$ cat src/rtl/ex_pipe_pkg.sv
// Shared widths, depth limits and stage-record layout for the execute propagation pipeline.
package ex_pipe_pkg;

    localparam int unsigned REG_ADDR_W  = 5;
    localparam int unsigned COND_CODE_W = 4;
    localparam int unsigned IM_ADDR_W   = 16;
    localparam int unsigned DATA_W      = 32;
    localparam int unsigned P_W         = 48;

    localparam int unsigned DEPTH_MIN = 2;
    localparam int unsigned DEPTH_MAX = 8;

    // Control strobes carried by every stage; packed MSB-first into the stage record.
    typedef struct packed {
        logic dm_we;
        logic dm_re;
        logic we_w;
        logic we_uhw;
        logic branchen;
        logic sr_we;
    } ex_strb_t;

    localparam int unsigned STRB_W = $bits(ex_strb_t);

    // Stage record layout, LSB first: rd | branch target | condition code | strobes.
    function automatic int unsigned ctrl_width(input int unsigned rd_w,
                                               input int unsigned cc_w,
                                               input int unsigned bt_w);
        return STRB_W + cc_w + bt_w + rd_w;
    endfunction

endpackage

$ cat src/rtl/ex_pipe_stage.sv
// One execute stage register: a valid bit plus an opaque control record.
// kill clears only the valid bit; hold keeps both; otherwise the stage loads.
module ex_stage
    import ex_pipe_pkg::*;
#(
    parameter int unsigned W = ctrl_width(REG_ADDR_W, COND_CODE_W, IM_ADDR_W)
) (
    input  logic         clk,
    input  logic         rst,
    input  logic         hold_i,
    input  logic         kill_i,
    input  logic         valid_i,
    input  logic [W-1:0] data_i,
    output logic         valid_o,
    output logic [W-1:0] data_o
);

    logic         valid_d, valid_q;
    logic [W-1:0] data_d,  data_q;

    // Kill wins over hold so a flush can drop a stalled instruction.
    always_comb begin
        valid_d = valid_q;
        data_d  = data_q;
        if (kill_i) begin
            valid_d = 1'b0;
        end else if (!hold_i) begin
            valid_d = valid_i;
            data_d  = data_i;
        end
    end

    always_ff @(posedge clk) begin
        if (rst) begin
            valid_q <= 1'b0;
            data_q  <= '0;
        end else begin
            valid_q <= valid_d;
            data_q  <= data_d;
        end
    end

    assign valid_o = valid_q;
    assign data_o  = data_q;

endmodule

$ cat src/rtl/ex_pipe.sv
// Execute propagation pipeline: carries control fields DEPTH stages to writeback,
// selects the result word on entry to the last stage, and answers RAW hazard queries.
module ex_pipe
    import ex_pipe_pkg::*;
#(
    parameter int unsigned DEPTH = 4,
    parameter int unsigned RD_W  = REG_ADDR_W,
    parameter int unsigned CC_W  = COND_CODE_W,
    parameter int unsigned BT_W  = IM_ADDR_W,
    parameter int unsigned DW    = DATA_W
) (
    input  logic                       clk,
    input  logic                       rst,
    input  logic                       valid_i,
    input  logic                       stall_i,
    input  logic                       flush_i,
    input  logic                       dm_we_i,
    input  logic                       dm_re_i,
    input  logic                       regfile_we_w_i,
    input  logic                       regfile_we_uhw_i,
    input  logic                       branchen_i,
    input  logic                       sr_we_i,
    input  logic [CC_W-1:0]            condcode_i,
    input  logic [BT_W-1:0]            branchtrgt_i,
    input  logic [RD_W-1:0]            addr_rd_i,
    input  logic [47:0]                p_i,
    input  logic [DW-1:0]              dm_regfile_data_i,
    input  logic [RD_W-1:0]            src_ra_i,
    input  logic [RD_W-1:0]            src_rb_i,
    output logic                       dm_we_o,
    output logic                       valid_o,
    output logic                       regfile_we_w_o,
    output logic                       regfile_we_uhw_o,
    output logic                       branchen_o,
    output logic                       sr_we_o,
    output logic [CC_W-1:0]            condcode_o,
    output logic [BT_W-1:0]            branchtrgt_o,
    output logic [RD_W-1:0]            regfile_addr_o,
    output logic [47:0]                p_o,
    output logic                       hazard_ra_o,
    output logic                       hazard_rb_o,
    output logic [$clog2(DEPTH+1)-1:0] inflight_o
);

    localparam int unsigned CW       = ctrl_width(RD_W, CC_W, BT_W);
    localparam int unsigned CNT_W    = $clog2(DEPTH + 1);
    localparam int unsigned RD_LSB   = 0;
    localparam int unsigned BT_LSB   = RD_W;
    localparam int unsigned CC_LSB   = RD_W + BT_W;
    localparam int unsigned STRB_LSB = RD_W + BT_W + CC_W;

    if (DEPTH < DEPTH_MIN || DEPTH > DEPTH_MAX) begin : g_bad_depth
        $error("ex_pipe: DEPTH must lie in 2..8");
    end

    ex_strb_t      in_strb;
    logic [CW-1:0] in_data;

    logic          stg_valid [1:DEPTH];
    logic [CW-1:0] stg_data  [1:DEPTH];
    ex_strb_t      stg_strb  [1:DEPTH];

    logic [DEPTH-1:0] vld_vec;
    logic [DEPTH-1:0] hit_ra;
    logic [DEPTH-1:0] hit_rb;

    logic [P_W-1:0] p_d, p_q;

    always_comb begin
        in_strb.dm_we    = dm_we_i;
        in_strb.dm_re    = dm_re_i;
        in_strb.we_w     = regfile_we_w_i;
        in_strb.we_uhw   = regfile_we_uhw_i;
        in_strb.branchen = branchen_i;
        in_strb.sr_we    = sr_we_i;
    end

    assign in_data = {in_strb, condcode_i, branchtrgt_i, addr_rd_i};

    for (genvar k = 1; k <= DEPTH; k++) begin : g_stg
        logic          prev_valid;
        logic [CW-1:0] prev_data;
        logic          hold;
        logic          kill;

        if (k == 1) begin : g_first
            assign prev_valid = valid_i;
            assign prev_data  = in_data;
        end else begin : g_next
            assign prev_valid = stg_valid[k-1];
            assign prev_data  = stg_data[k-1];
        end

        // Stall freezes the front and bubbles the last stage; flush kills the front
        // but lets the last stage retire what was in DEPTH-1.
        if (k < DEPTH) begin : g_front
            assign hold = stall_i;
            assign kill = flush_i;
        end else begin : g_last
            assign hold = 1'b0;
            assign kill = stall_i & ~flush_i;
        end

        ex_stage #(.W(CW)) u_stage (
            .clk     (clk),
            .rst     (rst),
            .hold_i  (hold),
            .kill_i  (kill),
            .valid_i (prev_valid),
            .data_i  (prev_data),
            .valid_o (stg_valid[k]),
            .data_o  (stg_data[k])
        );

        assign stg_strb[k] = ex_strb_t'(stg_data[k][STRB_LSB +: STRB_W]);
        assign vld_vec[k-1] = stg_valid[k];
        assign hit_ra[k-1]  = stg_valid[k] & (stg_strb[k].we_w | stg_strb[k].we_uhw)
                            & (stg_data[k][RD_LSB +: RD_W] == src_ra_i);
        assign hit_rb[k-1]  = stg_valid[k] & (stg_strb[k].we_w | stg_strb[k].we_uhw)
                            & (stg_data[k][RD_LSB +: RD_W] == src_rb_i);
    end

    // Result word is captured as the instruction moves into the last stage.
    always_comb begin
        p_d = p_q;
        if (stg_valid[DEPTH-1] && (flush_i || !stall_i)) begin
            p_d = stg_strb[DEPTH-1].dm_re ? P_W'(dm_regfile_data_i) : p_i;
        end
    end

    always_ff @(posedge clk) begin
        if (rst) begin
            p_q <= '0;
        end else begin
            p_q <= p_d;
        end
    end

    assign dm_we_o          = stg_valid[1] & stg_strb[1].dm_we;
    assign valid_o          = stg_valid[DEPTH];
    assign regfile_we_w_o   = stg_valid[DEPTH] & stg_strb[DEPTH].we_w;
    assign regfile_we_uhw_o = stg_valid[DEPTH] & stg_strb[DEPTH].we_uhw;
    assign branchen_o       = stg_valid[DEPTH] & stg_strb[DEPTH].branchen;
    assign sr_we_o          = stg_valid[DEPTH] & stg_strb[DEPTH].sr_we;
    assign condcode_o       = stg_data[DEPTH][CC_LSB +: CC_W];
    assign branchtrgt_o     = stg_data[DEPTH][BT_LSB +: BT_W];
    assign regfile_addr_o   = stg_data[DEPTH][RD_LSB +: RD_W];
    assign p_o              = p_q;

    assign hazard_ra_o = |hit_ra;
    assign hazard_rb_o = |hit_rb;
    assign inflight_o  = CNT_W'($countones(vld_vec));

endmodule

$ cat config.mk
export PLATFORM = sky130hd
export DESIGN_NAME = ex_pipe
export DESIGN_NICKNAME = d
export VERILOG_FILES = /design/src/rtl/ex_pipe_pkg.sv /design/src/rtl/ex_pipe_stage.sv /design/src/rtl/ex_pipe.sv
export SDC_FILE = /design/constraint.sdc
export NUM_CORES = 1
export LEC_CHECK = 0
export ABC_AREA = 1
export BUFFER_PORTS_ARGS = -buffer_cell sky130_fd_sc_hd__buf_4
export CAP_MARGIN = 10
export CORE_ASPECT_RATIO = 1.75
export CORE_UTILIZATION = 51
export DETAILED_ROUTE_END_ITERATION = 6
export PLACE_DENSITY_LB_ADDON = 0.12
export SKIP_CTS_REPAIR_TIMING = 1
export SLEW_MARGIN = 20
export SYNTH_ARGS = -nofsm -noshare
export SYNTH_HDL_FRONTEND = slang
export SYNTH_HIERARCHICAL = 1
export SYNTH_SLANG_ARGS = --single-unit
$ cat constraint.sdc
create_clock -name clk -period 3.9 [get_ports clk]
set_input_delay 0.195 -clock clk [delete_from_list [all_inputs] [get_ports clk]]
set_output_delay 0.195 -clock clk [all_outputs]
set_load 0.01 [all_outputs]
# Yosys cells after proc, flatten, opt, wreduce, memory -nomap -nowiden
# Index checks and enable logic that the tools add are counted.
dict set report word_totals {
  regBits 172
  latch_bits 0
  ram_bits 0
  rom_bits 0
  word_cells 53
  n_memories 0
}
dict set report classes {
  addsub 3
  mul 0
  div 0
  magnitude_cmp 0
  eq_ne 8
  n_shift 0
  mux 1
  bitwise 24
  reduce_logical 8
}
# cell n
set ops {}
lappend ops {{48-bit 2-to-1 mux} 1}
lappend ops {{5-bit equality test} 8}
lappend ops {{1-bit bitwise AND} 18}
lappend ops {{4-bit OR reduction} 2}
lappend ops {{1-bit by 1-bit adder with 2-bit output} 2}
lappend ops {{1-bit OR} 4}
lappend ops {{2-bit OR reduction} 2}
lappend ops {{2-bit by 2-bit adder with 3-bit output} 1}
lappend ops {{1-bit inverter} 2}
lappend ops {{2-bit AND reduction} 1}
lappend ops {{1-bit logical AND} 1}
lappend ops {{1-bit zero test} 1}
lappend ops {{1-bit logical OR} 1}

# Depth between registers and ports, before layout
dict set report logic_depth {
  depth_word 4
  mapped_depth 8
  mapped_depth_nobuf 8
}

# Modules after synthesis
# The synthesis kept the hierarchy.
# mod n_inst cells_per_inst area_per_inst_um2 seq_area_each_um2
set by_module_without_submodules {}
lappend by_module_without_submodules {ex_stage 4 203 1341.3 640.6}
lappend by_module_without_submodules {ex_pipe 1 464 2889.0 960.9}

# Worst setup path after synthesis
# Ideal clock, no wire load.
dict set report synth_path {
  kind {register to output}
  start {register g_stg[4].u_stage.valid_q}
  end {output port inflight_o[1]}
  arrival_ns 1.574
  path_slack_ns 2.131
  stages_incl_launch_ff 6
  path_cell_list {dfxtp_1 -> inv_1 -> fa_1 -> inv_1 -> ha_1 -> ha_1}
}
dict set report synth_between {
  elab_chain_cells 2
}
# element line_no
set synth_rtl {}
lappend synth_rtl {{start, declared} ex_pipe_stage.sv:18} ;# logic valid_d, valid_q;
lappend synth_rtl {{start signal, assigned} ex_pipe_stage.sv:38} ;# valid_q <= valid_d;
lappend synth_rtl {{1-bit by 1-bit adder with 2-bit output (implied by the code)} ex_pipe.sv:152} ;# assign inflight_o = CNT_W'($countones(vld_vec));
lappend synth_rtl {{2-bit by 2-bit adder with 3-bit output (implied by the code)} ex_pipe.sv:152}
lappend synth_rtl {{end, declared} ex_pipe.sv:42} ;# output logic [$clog2(DEPTH+1)-1:0] inflight_o
# Every way passes these cells.

# Worst setup path after layout
# Ends and elaborated chain as after synthesis.

==> impl_metrics.json <==
{
  "path_class": "register to primary output",
  "p_leak_nw": 5.275,
  "mostFrequentLayoutCell": "nand2_1",
  "max_stage_delay_ns": 0.57,
  "path_max_fanout": 8,
  "h-tree-depth": 4,
  "vias": 7405,
  "setup_tns_ns": 0,
  "ff2ff_path_depth": 5,
  "hold_class": "input port to register",
  "synth_area_mm2": 0.008099,
  "mostFrequentLayoutCells": "nand2_1 (454), nor2_1 (260), buf_4 (215)",
  "clk_latency_ns": 0.43,
  "numCtsBuffers": 17,
  "dieArea_mm2": 0.01641,
  "start_util_pct": 52.37,
  "p_per_area_mw_per_mm2": 403.0,
  "reg2reg_to": "p_o[32]",
  "peakVddDrop_mv": 0.2600,
  "grt_max_degree": 62,
  "drtAntennaViolNets": 0,
  "cts_buffer_depth": 2,
  "area_growth_pct": 24.66,
  "drive_gt1_share_pct": 18.31,
  "cp_data_arrival_time_ns": 2.19,
  "rsz0062_at_grt": "no",
  "drt_iter0_drc": 183,
  "path_cells": "inv_1 > fa_1 > inv_1 > ha_1 > ha_1 > buf_4",
  "grt_pass1_wl_mm": 29.72,
  "antenna_found_initial": 0,
  "grt_overflow": 0,
  "die_w_um": 97.26,
  "port_buffers": 209,
  "place_congestion": 0.8659,
  "core_mm2": 0.01546,
  "pre_cts_ws_ns": 1.952,
  "hold_path_end": "g_stg[1].u_stage/valid_o",
  "end_kind": "primary output",
  "chipHeight_um": 168.7,
  "regToRegSetupSlack_ns": 2.12,
  "viasPerCell": 4.549,
  "synthCells": 1252,
  "avgSynthCellArea_um2": 6.469,
  "skew_ns": 0.01504,
  "firstDrtPassIters": 4,
  "fin_crit_ns": 2.384,
  "worstPathRequired_ns": 3.70,
  "slew_headroom_pct": 33.35,
  "r2r_start": "g_stg[3].u_stage/valid_o",
  "antennaDiodeCount": 0,
  "clock-sinks": 172,
  "hold_violations": 0,
  "slew_violations": 0,
  "ys_warn_count": 6,
  "num-nets-final": 1558,
  "setup_viol": 0,
  "crit_slowest_cell": "fa_1",
  "fmax_mhz": 419.4,
  "cts_tree": "built",
  "dp_hpwl_mm": 12.92,
  "wire_per_inst_um": 10.87,
  "worst_setup_path_start_kind": "register",
  "grt_usage_pct": 22.07,
  "hp-start": "valid_i",
  "hold_depth": 3,
  "status": "completed",
  "fin_crit_sh_pct": 61.13,
  "final.setup.worst_slack_ns": 1.516,
  "maxCapViolCount": 0,
  "wl_mm": 17.70,
  "io_pins": 210,
  "clkTransAtPathRegs_ns": 0.07,
  "drc": 0,
  "rows": 60,
  "root_buffer": "clkbuf_16",
  "tightest_slew_ns": 0.9987,
  "grt_pass1_vias": 6596
}
[final cells by class]
| cell class | instances | area (µm²) |
|---|---|---|
| Clock buffer | 17 | 425.4 |
| Clock inverter | 15 | 170.2 |
| Fill cell | 1524 | 5369 |
| Inverter | 176 | 660.6 |
| Multi-Input combinational cell | 847 | 3550 |
| Sequential cell | 172 | 3443 |
| Tap cell | 186 | 232.7 |
| Timing Repair Buffer | 215 | 1614 |
[worst max path at each step]
stage                             start            end  cells past startpoint
2_1_floorplan  g_stg[4].u_stage/valid_o  inflight_o[1]                      5
3_3_place_gp   g_stg[4].u_stage/valid_o  inflight_o[1]                      6
3_5_place_dp   g_stg[4].u_stage/valid_o  inflight_o[1]                      6
4_1_cts        g_stg[4].u_stage/valid_o  inflight_o[1]                      6
5_1_grt        g_stg[4].u_stage/valid_o  inflight_o[1]                      6
6_report       g_stg[4].u_stage/valid_o  inflight_o[1]                      6
[worst max-delay path: cells and delay by family, from the launching register on]
kind	cells	cell delay, ns
fa+ha+maj	3	1.00
buf+inv	3	0.31
flops	1	0.47
[registers in the layout, indices dropped and copies added (netlist names)]
register               flops
p_o                       48
g_stg.u_stage/data_o     120
g_stg.u_stage/valid_o      4
[per-stage QoR]
stage	cell area [µm²]	cells	utilization (%)	total power, mW	hold WS (ns)
floorplan	8107	1254	-	2.257	0.3321
global placement	9500	1596	61.43	2.418	0.4508
detailed placement	9500	1596	61.43	2.429	0.4571
CTS	10100	1628	65.28	4.110	0.01357
global route	10100	1628	65.28	4.268	0.01696
finish	10100	1628	65.28	4.069	0.02806
[per-layer routing]
layer	GRT usage (%)	share of wire (%)	vias to the layer above
li1	-	-	4056
met5	0	0	-
met1	23.07	40	3145
met3	7.886	7.6	21
met4	8.056	1.8	0
met2	40.32	50	183
[report_power, final]
| part | total [mW] | internal, mW | switching, mW | leakage, nW |
|---|---|---|---|---|
| logic | 0.494 | 0.227 | 0.267 | 3.59 |
| registers | 1.89 | 1.84 | 0.0525 | 1.41 |
| clock network | 1.69 | 0.915 | 0.770 | 0.281 |
| total | 4.07 | 2.98 | 1.09 | 5.28 |
(Power assumes the default switching activity.)
